===== src/rtl/seq_alu_pkg.sv =====
`default_nettype none
// ============================================================================
// Module      : seq_alu_pkg
// Description : Opcodes, FSM encoding and latency constants for seq_alu_param.
// Revision    : 1.0
// ============================================================================
package seq_alu_pkg;

    localparam logic [2:0] OP_ADD  = 3'd0;
    localparam logic [2:0] OP_SUB  = 3'd1;
    localparam logic [2:0] OP_MULS = 3'd2;
    localparam logic [2:0] OP_MULU = 3'd3;
    localparam logic [2:0] OP_DIVU = 3'd4;

    typedef enum logic [2:0] {
        S_IDLE   = 3'd0,
        S_LOAD_Q = 3'd1,
        S_LOAD_M = 3'd2,
        S_EXEC   = 3'd3,
        S_CORR   = 3'd4,
        S_OUT_HI = 3'd5,
        S_OUT_LO = 3'd6
    } state_t;

    // Cycle (counted from the start-sampling cycle) that carries finish.
    localparam int LAT_ADD = 4;

    function automatic int lat_mul(input int w);
        return w + 4;
    endfunction

    function automatic int lat_div(input int w);
        return w + 5;
    endfunction

endpackage
`default_nettype wire


===== src/rtl/rca_param.sv =====
`default_nettype none
// ============================================================================
// Module      : rca_param
// Description : N-bit ripple-carry adder with carry-out and signed overflow.
// Revision    : 1.0
// ============================================================================
module rca_param #(
    parameter int N = 17
) (
    input  logic [N-1:0] i_a,
    input  logic [N-1:0] i_b,
    input  logic         i_ci,
    output logic [N-1:0] o_sum,
    output logic         o_co,
    output logic         o_ovf
);

    logic w_cin_msb;

    always_comb begin : p_ripple
        logic w_c;
        w_c       = i_ci;
        w_cin_msb = 1'b0;
        o_sum     = '0;
        for (int i = 0; i < N; i++) begin
            if (i == N - 1) w_cin_msb = w_c;
            o_sum[i] = i_a[i] ^ i_b[i] ^ w_c;
            w_c      = (i_a[i] & i_b[i]) | (w_c & (i_a[i] ^ i_b[i]));
        end
        o_co = w_c;
    end

    assign o_ovf = o_co ^ w_cin_msb;

endmodule
`default_nettype wire


===== src/rtl/seq_alu_param.sv =====
`default_nettype none
// ============================================================================
// Module      : seq_alu_param
// Description : Multi-cycle ALU: serial operand load, add/sub, Booth and
//               unsigned multiply, non-restoring divide, serial result out.
// Revision    : 1.0
// ============================================================================
module seq_alu_param
    import seq_alu_pkg::*;
#(
    parameter int W  = 16,
    parameter int CW = $clog2(W) + 1
) (
    input  logic         clk,
    input  logic         rst_b,
    input  logic         start,
    input  logic [2:0]   s,
    input  logic [W-1:0] inbus,
    output logic [W-1:0] outbus,
    output logic         out_valid,
    output logic         busy,
    output logic         finish,
    output logic         negative,
    output logic         zero,
    output logic         carry,
    output logic         overflow,
    output logic         div_by_zero
);

    state_t        r_state;
    state_t        w_next;
    logic [2:0]    r_op;
    logic [W:0]    r_a;       // extra MSB is the partial-remainder sign for DIVU
    logic [W-1:0]  r_q;
    logic [W-1:0]  r_m;
    logic          r_q1;
    logic [CW-1:0] r_cnt;
    logic          r_neg, r_zero, r_carry, r_ovf, r_dbz;

    logic [W:0]    w_add_a, w_add_b, w_sum;
    logic          w_add_ci, w_add_co, w_add_ovf;
    logic          w_last, w_m_zero;
    logic          w_unused_adder;

    assign w_last         = (r_cnt == CW'(W - 1));
    assign w_m_zero       = (r_m == '0);
    assign w_unused_adder = w_add_co ^ w_add_ovf;

    rca_param #(.N(W + 1)) u_rca (
        .i_a   (w_add_a),
        .i_b   (w_add_b),
        .i_ci  (w_add_ci),
        .o_sum (w_sum),
        .o_co  (w_add_co),
        .o_ovf (w_add_ovf)
    );

    always_comb begin
        w_add_a  = {1'b0, r_q};
        w_add_b  = {1'b0, r_m};
        w_add_ci = 1'b0;
        case (r_op)
            OP_SUB: begin
                w_add_b  = {1'b0, ~r_m};
                w_add_ci = 1'b1;
            end
            OP_MULS: begin
                // Sign-extended operands keep A +/- M exact even for M = -2^(W-1)
                w_add_a = {r_a[W-1], r_a[W-1:0]};
                case ({r_q[0], r_q1})
                    2'b01:   w_add_b = {r_m[W-1], r_m};
                    2'b10: begin
                        w_add_b  = ~{r_m[W-1], r_m};
                        w_add_ci = 1'b1;
                    end
                    default: w_add_b = '0;
                endcase
            end
            OP_MULU: begin
                w_add_a = {1'b0, r_a[W-1:0]};
                w_add_b = r_q[0] ? {1'b0, r_m} : '0;
            end
            OP_DIVU: begin
                if (r_state == S_CORR) begin
                    w_add_a = r_a;
                end else begin
                    w_add_a = {r_a[W-1:0], r_q[W-1]};
                    if (!r_a[W]) begin
                        w_add_b  = ~{1'b0, r_m};
                        w_add_ci = 1'b1;
                    end
                end
            end
            default: ;
        endcase
    end

    always_comb begin
        w_next = r_state;
        case (r_state)
            S_IDLE:   if (start) w_next = S_LOAD_Q;
            S_LOAD_Q: w_next = S_LOAD_M;
            S_LOAD_M: w_next = S_EXEC;
            S_EXEC: begin
                case (r_op)
                    OP_ADD, OP_SUB:   w_next = S_OUT_LO;
                    OP_MULS, OP_MULU: if (w_last) w_next = S_OUT_HI;
                    OP_DIVU: begin
                        if (w_m_zero)    w_next = S_OUT_HI;
                        else if (w_last) w_next = S_CORR;
                    end
                    default:          w_next = S_OUT_LO;
                endcase
            end
            S_CORR:   w_next = S_OUT_HI;
            S_OUT_HI: w_next = S_OUT_LO;
            S_OUT_LO: w_next = S_IDLE;
            default:  w_next = S_IDLE;
        endcase
    end

    always_ff @(posedge clk or negedge rst_b) begin
        if (!rst_b) r_state <= S_IDLE;
        else        r_state <= w_next;
    end

    always_ff @(posedge clk or negedge rst_b) begin
        if (!rst_b) begin
            r_op    <= '0;
            r_a     <= '0;
            r_q     <= '0;
            r_m     <= '0;
            r_q1    <= 1'b0;
            r_cnt   <= '0;
            r_neg   <= 1'b0;
            r_zero  <= 1'b0;
            r_carry <= 1'b0;
            r_ovf   <= 1'b0;
            r_dbz   <= 1'b0;
        end else begin
            case (r_state)
                S_IDLE:   if (start) r_op <= s;
                S_LOAD_Q: r_q <= inbus;
                S_LOAD_M: begin
                    r_m   <= inbus;
                    r_a   <= '0;
                    r_q1  <= 1'b0;
                    r_cnt <= '0;
                end
                S_EXEC: begin
                    case (r_op)
                        OP_ADD, OP_SUB: r_a <= {1'b0, w_sum[W-1:0]};
                        OP_MULS, OP_MULU: begin
                            r_a   <= {w_sum[W], w_sum[W:1]};
                            r_q   <= {w_sum[0], r_q[W-1:1]};
                            r_q1  <= r_q[0];
                            r_cnt <= r_cnt + 1'b1;
                        end
                        OP_DIVU: begin
                            if (w_m_zero) begin
                                r_a <= {1'b0, r_q};
                                r_q <= '1;
                            end else begin
                                r_a   <= w_sum;
                                r_q   <= {r_q[W-2:0], ~w_sum[W]};
                                r_cnt <= r_cnt + 1'b1;
                            end
                        end
                        default: ;
                    endcase
                end
                S_CORR: if (r_a[W]) r_a <= w_sum;
                default: ;
            endcase

            if (w_next == S_OUT_LO) begin
                r_dbz   <= (r_op == OP_DIVU) && w_m_zero;
                r_neg   <= 1'b0;
                r_zero  <= 1'b0;
                r_carry <= 1'b0;
                r_ovf   <= 1'b0;
                case (r_op)
                    OP_ADD, OP_SUB: begin
                        r_neg   <= w_sum[W-1];
                        r_zero  <= (w_sum[W-1:0] == '0);
                        r_carry <= w_sum[W];
                        r_ovf   <= (r_q[W-1] == w_add_b[W-1]) && (w_sum[W-1] != r_q[W-1]);
                    end
                    OP_MULS: begin
                        r_neg  <= r_a[W-1];
                        r_zero <= ({r_a[W-1:0], r_q} == '0);
                        r_ovf  <= (r_a[W-1:0] != {W{r_q[W-1]}});
                    end
                    OP_MULU: begin
                        r_neg  <= r_a[W-1];
                        r_zero <= ({r_a[W-1:0], r_q} == '0);
                        r_ovf  <= (r_a[W-1:0] != '0);
                    end
                    OP_DIVU: r_zero <= (r_q == '0);
                    default: ;
                endcase
            end
        end
    end

    always_comb begin
        outbus = '0;
        case (r_state)
            S_OUT_HI: outbus = r_a[W-1:0];
            S_OUT_LO: begin
                case (r_op)
                    OP_ADD, OP_SUB:            outbus = r_a[W-1:0];
                    OP_MULS, OP_MULU, OP_DIVU: outbus = r_q;
                    default:                   outbus = '0;
                endcase
            end
            default: ;
        endcase
    end

    assign out_valid   = (r_state == S_OUT_HI) || (r_state == S_OUT_LO);
    assign finish      = (r_state == S_OUT_LO);
    assign busy        = (r_state != S_IDLE);
    assign negative    = r_neg;
    assign zero        = r_zero;
    assign carry       = r_carry;
    assign overflow    = r_ovf;
    assign div_by_zero = r_dbz;

endmodule
`default_nettype wire


===== config.mk =====
export PLATFORM = sky130hd
export DESIGN_NAME = seq_alu_param
export DESIGN_NICKNAME = d
export VERILOG_FILES = /design/src/rtl/seq_alu_pkg.sv /design/src/rtl/rca_param.sv /design/src/rtl/seq_alu_param.sv
export SDC_FILE = /design/constraint.sdc
export NUM_CORES = 1
export LEC_CHECK = 0
export ABC_AREA = 1
export CAP_MARGIN = 20
export CORE_MARGIN = 5
export CORE_UTILIZATION = 24
export CTS_BUF_LIST = sky130_fd_sc_hd__clkbuf_2 sky130_fd_sc_hd__clkbuf_4 sky130_fd_sc_hd__clkbuf_8
export DETAILED_ROUTE_END_ITERATION = 10
export PLACE_DENSITY_LB_ADDON = 0.12
export SLEW_MARGIN = 20
export SYNTH_ARGS = -nofsm -noshare
export SYNTH_HDL_FRONTEND = slang
export SYNTH_HIERARCHICAL = 1
export SYNTH_SLANG_ARGS = --single-unit
export TNS_END_PERCENT = 30

===== constraint.sdc =====
create_clock -name clk -period 10.2 [get_ports clk]
set_input_delay 1.53 -clock clk [delete_from_list [all_inputs] [get_ports clk]]
set_output_delay 1.53 -clock clk [all_outputs]
set_load 0.005 [all_outputs]

* Word level (Yosys, flattened, before mapping)
Cells that the tools add are included.
Operators by class: muxes and demuxes 35, bitwise gates (word level) 86, reductions and logical operators 23, eq/ne operators 22, add/subtract/negate cells 1
Operator list (count):
- $pmux 17 s3 | 3
- $pmux 16 s2 | 4
- $mux 17 | 5
- $pmux 17 s4 | 1
- $logic_not 16->1 | 3
- $pmux 17 s2 | 1
- $xor 1x1->1 | 34
- $and 1x1->1 | 32
- $logic_not 32->1 | 1
- $mux 16 | 2
- $pmux 5 s2 | 2
- $pmux 3 s6 | 1
- $not 16->17 | 1
- $not 17->17 | 1
- $ne 16x16->1 | 1
- $not 16->16 | 1
- $or 1x1->1 | 16
- $reduce_bool 16->1 | 1
- $eq 3x3->1 const B | 5
- $eq 3x2->1 const B | 4
- $mux 3 | 4
- $pmux 1 s3 | 3
- $reduce_and 2->1 | 4
- $eq 3x1->1 const B | 2
- 22 further kinds | 35
Storage, ports and cells: flip-flop bits (word level) 66, bits of input ports 22

* Logic depth before layout (Yosys ltp)
depth after elaboration 42, depth in mapped cells 37, mapped depth without buffers 36

* By module
The synthesis kept the hierarchy.
By module, submodules not included:
- seq_alu_param | cells an instance 768, times used 1, area each 5024.8 um2
- rca_param | cells an instance 30, times used 1, area each 389.1 um2

* Worst setup path before layout
No wires, ideal clock.
path kind register to register, start point register r_op[1], end point register r_a[16], library setup time 0.116 ns, required time 10.084 ns, cell stages (with the launch flop) 35, buffers on the path 1, slack 1.813 ns, period minus slack after synthesis 8.387 ns, arrival 8.271 ns, cell sequence dfrtp_1 -> nor2_4 -> nand2_1 -> nand3_1 -> nand3_1 -> a31oi_2 -> buf_4 -> o21ai_0 -> fa_1 -> fa_1 -> fa_1 -> fa_1 -> fa_1 -> fa_1 -> fa_1 -> fa_1 -> fa_1 -> fa_1 -> fa_1 -> fa_1 -> fa_1 -> fa_1 -> inv_1 -> fa_1 -> inv_1 -> fa_1 -> inv_2 -> fa_1 -> inv_1 -> inv_1 -> nor2_1 -> inv_1 -> o21ai_0 -> nand2_1 -> o311ai_0
On the way: word-level cells in the longest chain between the ends 39, elaborated cells on any way between the ends 82, classes of those cells eq/ne (5); mux (7); bitwise (66); reduce/logical (4)
Ends and longest elaborated chain:
- from (decl) | line seq_alu_param.sv:32 | logic [2:0] r_op;
- from (signal assigned) | line seq_alu_param.sv:142 | S_IDLE: if (start) r_op <= s;
- $eq 3x3->1 (tied with other cells) | line seq_alu_param.sv:62 | case (r_op)
- $pmux 17 s4 * | line seq_alu_param.sv:62
- named net w_add_b[0] | line seq_alu_param.sv:40 | logic [W:0] w_add_a, w_add_b, w_sum;
- $xor 1x1->1 | line rca_param.sv:28 | w_c = (i_a[i] & i_b[i]) | (w_c & (i_a[i] ^ i_b[i]));
- $and 1x1->1 | line rca_param.sv:28
- $or 1x1->1 * | line rca_param.sv:28
- $and 1x1->1 * | line rca_param.sv:28
- $or 1x1->1 * | line rca_param.sv:28
- [25 not listed]
- $or 1x1->1 * | line rca_param.sv:28
- $and 1x1->1 * | line rca_param.sv:28
- $or 1x1->1 * | line rca_param.sv:28
- $xor 1x1->1 * | line rca_param.sv:27 | o_sum[i] = i_a[i] ^ i_b[i] ^ w_c;
- named net w_sum[16] | line seq_alu_param.sv:40
- $mux 17 | line seq_alu_param.sv:160 | if (w_m_zero) begin
- $pmux 17 s3 | line seq_alu_param.sv:151 | case (r_op)
- $pmux 17 s3 * | line seq_alu_param.sv:141 | case (r_state)
- to (signal assigned) | line seq_alu_param.sv:152 | OP_ADD, OP_SUB: r_a <= {1'b0, w_sum[W-1:0]};
- to (signal assigned) | line seq_alu_param.sv:154 | r_a <= {w_sum[W], w_sum[W:1]};
- to (signal assigned) | line seq_alu_param.sv:161 | r_a <= {1'b0, r_q};
- to (decl) | line seq_alu_param.sv:33 | logic [W:0] r_a;
Mark *: on every way through the listed nets, which the timed path passes. The rest lies on a longest branch. The select of a mux whose other input is x is not followed. A chain may end at the register's enable or synchronous reset.

* Worst setup path in the final report
Same ends and word-level chain as after synthesis.

==> flow_metrics.py <==
metrics = {
    "place": {
        "dpl.hpwl_um": 14900,
        "port_buffers": 45,
        "gp_congestion": 0.872,
        "post-place-ws_ns": 1.22,
    },
    "final_layout": {
        "synthToLayoutAreaGrowth_pct": 16.4,
        "layout-drive-gt1-share_pct": 8.26,
        "fillCellCount": 2434,
        "n_antenna_cell": 0,
        "nNetsFinal": 859,
    },
    "floorplanning": {
        "die_h_um": 160,
        "die_w_um": 160,
        "rows": 54,
        "dieArea_sq_um": 25600,
        "start_util_pct": 24.6,
        "boundaryPins": 46,
        "core-area_sq_um": 22000,
    },
    "setup_path": {
        "cp_slowest_cell": "dfrtp_1",
        "critPathTopFamily": "adder cells",
        "critPathRequiredTime_ns": 10.44,
        "cp_max_fo": 18,
        "end_kind": "flop",
        "crit_buf_inv": 6,
        "path_class": "reg2reg",
        "cp_data_arrival_time_ns": 9.32,
        "crit_top_cell": "fa_1",
        "worstSetupStartpointType": "flop",
        "crit_path_max_incr_delay_ns": 0.44,
    },
    "logic_synthesis": {
        "synth_area_sq_um": 5400,
        "syn-num-nets": 835,
        "yosys_warnings": 6,
        "syn-instance-count": 794,
        "synth_area_per_cell_sq_um": 6.80,
    },
    "clocking": {
        "clockBufferDepth": 2,
        "cts_setup_buffers": 0,
        "clk_pin_slew_ns": 0.08,
        "worstSkewPairLatency_ns": 0.37,
        "cts.repair.resized": 0,
        "root_buffer": "clkbuf_8",
        "h-tree-depth": 3,
        "cts_tree": "yes",
        "cts_hold_buffers": 0,
        "cts_buffers": 9,
        "cts.sinks": 66,
    },
    "sta": {
        "timing.slew.headroom_pct": 39.7,
        "skew_ns": 0.0162,
        "max_freq_ghz": 0.110,
        "fin_crit_sh_pct": 89.0,
        "max_slew.worst_pin.slew_ns": 0.905,
        "fin_tns_setup_ns": 0,
        "fin_ws_ns": 1.13,
        "rsz0062_at_grt": "false",
        "finalSetupViolCount": 0,
        "final-max-slew-violation-count": 0,
        "min_period_ns": 9.07,
        "hold_viol_final": 0,
    },
    "detailed_routing": {
        "ant_nets": 0,
        "via_count": 5403,
        "dr.pass1.iters": 5,
        "via_per_inst": 4.90,
        "wl_per_cell_um": 17.8,
        "drcViolationCount": 0,
        "first_iter_violations": 399,
        "wl_um": 19600,
    },
    "worst_hold_path": {
        "hold_class": "reg2reg",
    },
    "run_status": {
        "outcome": "completed",
    },
    "global_route": {
        "grt_pass1_vias": 5258,
        "use_met2_pct": 23.9,
        "antenna_found_initial": 0,
        "globalRouteMet1Util_pct": 22.6,
        "grt_usage_pct": 15.4,
        "grt_pass1_wl_um": 31500,
        "grt_max_degree": 67,
        "met3_usage_pct": 1.93,
        "grt-ovfl-total": 0,
        "grt-busiest-layer": "met2",
    },
    "run": {
        "maxCapViolations": 0,
    },
}
## sequential cells by signal, indices dropped and copies added (netlist names)
register / cells
r_cnt: 5
carry: 1
r_state: 3
r_op: 3
r_m: 16
zero: 1
r_q: 16
r_q1: 1
div_by_zero: 1
r_a: 17
overflow: 1
negative: 1
## per-layer routing
layer / vias to the layer above / share of wire (%) / wire length (um)
met3: 18 / 3.8 / 751
met4: 0 / 1.4 / 266
li1: 2690 / - / -
met5: - / 0 / 0
met2: 127 / 45 / 8800
met1: 2568 / 50 / 9810
## placed cells by master, fill, tap and decap left out, types with 5 or more instances in the layout
cell type        count
a21oi_1             28
a22oi_1             16
a31oi_1             15
buf_4               10
clkbuf_8            10
clkdlybuf4s50_1     44
dfrtp_1             66
fa_1                17
inv_1               84
inv_2               15
nand2_1            252
nand2_2             10
nand3_1             66
nand4_1             14
nor2_1              37
nor2_4               6
nor4_1               5
o211ai_1            16
o21ai_0             53
o221ai_1            13
o22ai_1             15
## stage by stage
stage               hold slack [ns]  cells  cell area (sq um)  util, %
global route                  0.508   1103               6280     28.6
CTS                           0.490   1103               6280     28.6
finish                        0.487   1103               6280     28.6
floorplan                     0.465    794               5400        -
detailed placement            0.470   1087               6060     27.6
global placement              0.458   1087               6060     27.6
## cell type report
| cell class | instances | area (sq um) | share of cell area, % |
|---|---|---|---|
| multi-input cells | 587 | 3160 | 50.3 |
| inverters | 100 | 378 | 6.01 |
| clock buffers | 10 | 138 | 2.19 |
| clock inverters | 6 | 90.1 | 1.43 |
| well taps | 280 | 350 | 5.58 |
| repair buffers | 54 | 515 | 8.20 |
| flip-flops and latches | 66 | 1650 | 26.3 |
## path summary, 6_finish.rpt
| path | start | depth (start not counted) | end | slack, ns |
|---|---|---|---|---|
| worst max-delay path | r_op[1]$_DFFE_PN0P_ | 33 | r_a[16]$_DFFE_PN0P_ | 1.13 |
| worst min-delay path | overflow$_DFFE_PN0N_ | 2 | overflow$_DFFE_PN0N_ | 0.49 |
| worst max register to register | r_op[1]$_DFFE_PN0P_ | 33 | r_a[16]$_DFFE_PN0P_ | 1.13 |
| worst min register to register | overflow$_DFFE_PN0N_ | 2 | overflow$_DFFE_PN0N_ | 0.49 |
| max in group asynchronous | rst_b | 1 | r_q[13]$_DFFE_PN0P_ | 8.33 |
| min in group asynchronous | rst_b | 1 | r_cnt[0]$_DFFE_PN0P_ | 1.29 |
## worst register-to-register path, delay by kind of cell, from the launching register on
family	cells	cell delay, ns
flops	1	0.44
compound gates	4	0.59
buf+inv	6	0.73
fa+ha+maj	17	6.55
simple gates	6	0.65
Power is left out: the tool's default activity adds up to more than one toggle a clock period on the data nets, which glitch-free logic cannot reach.
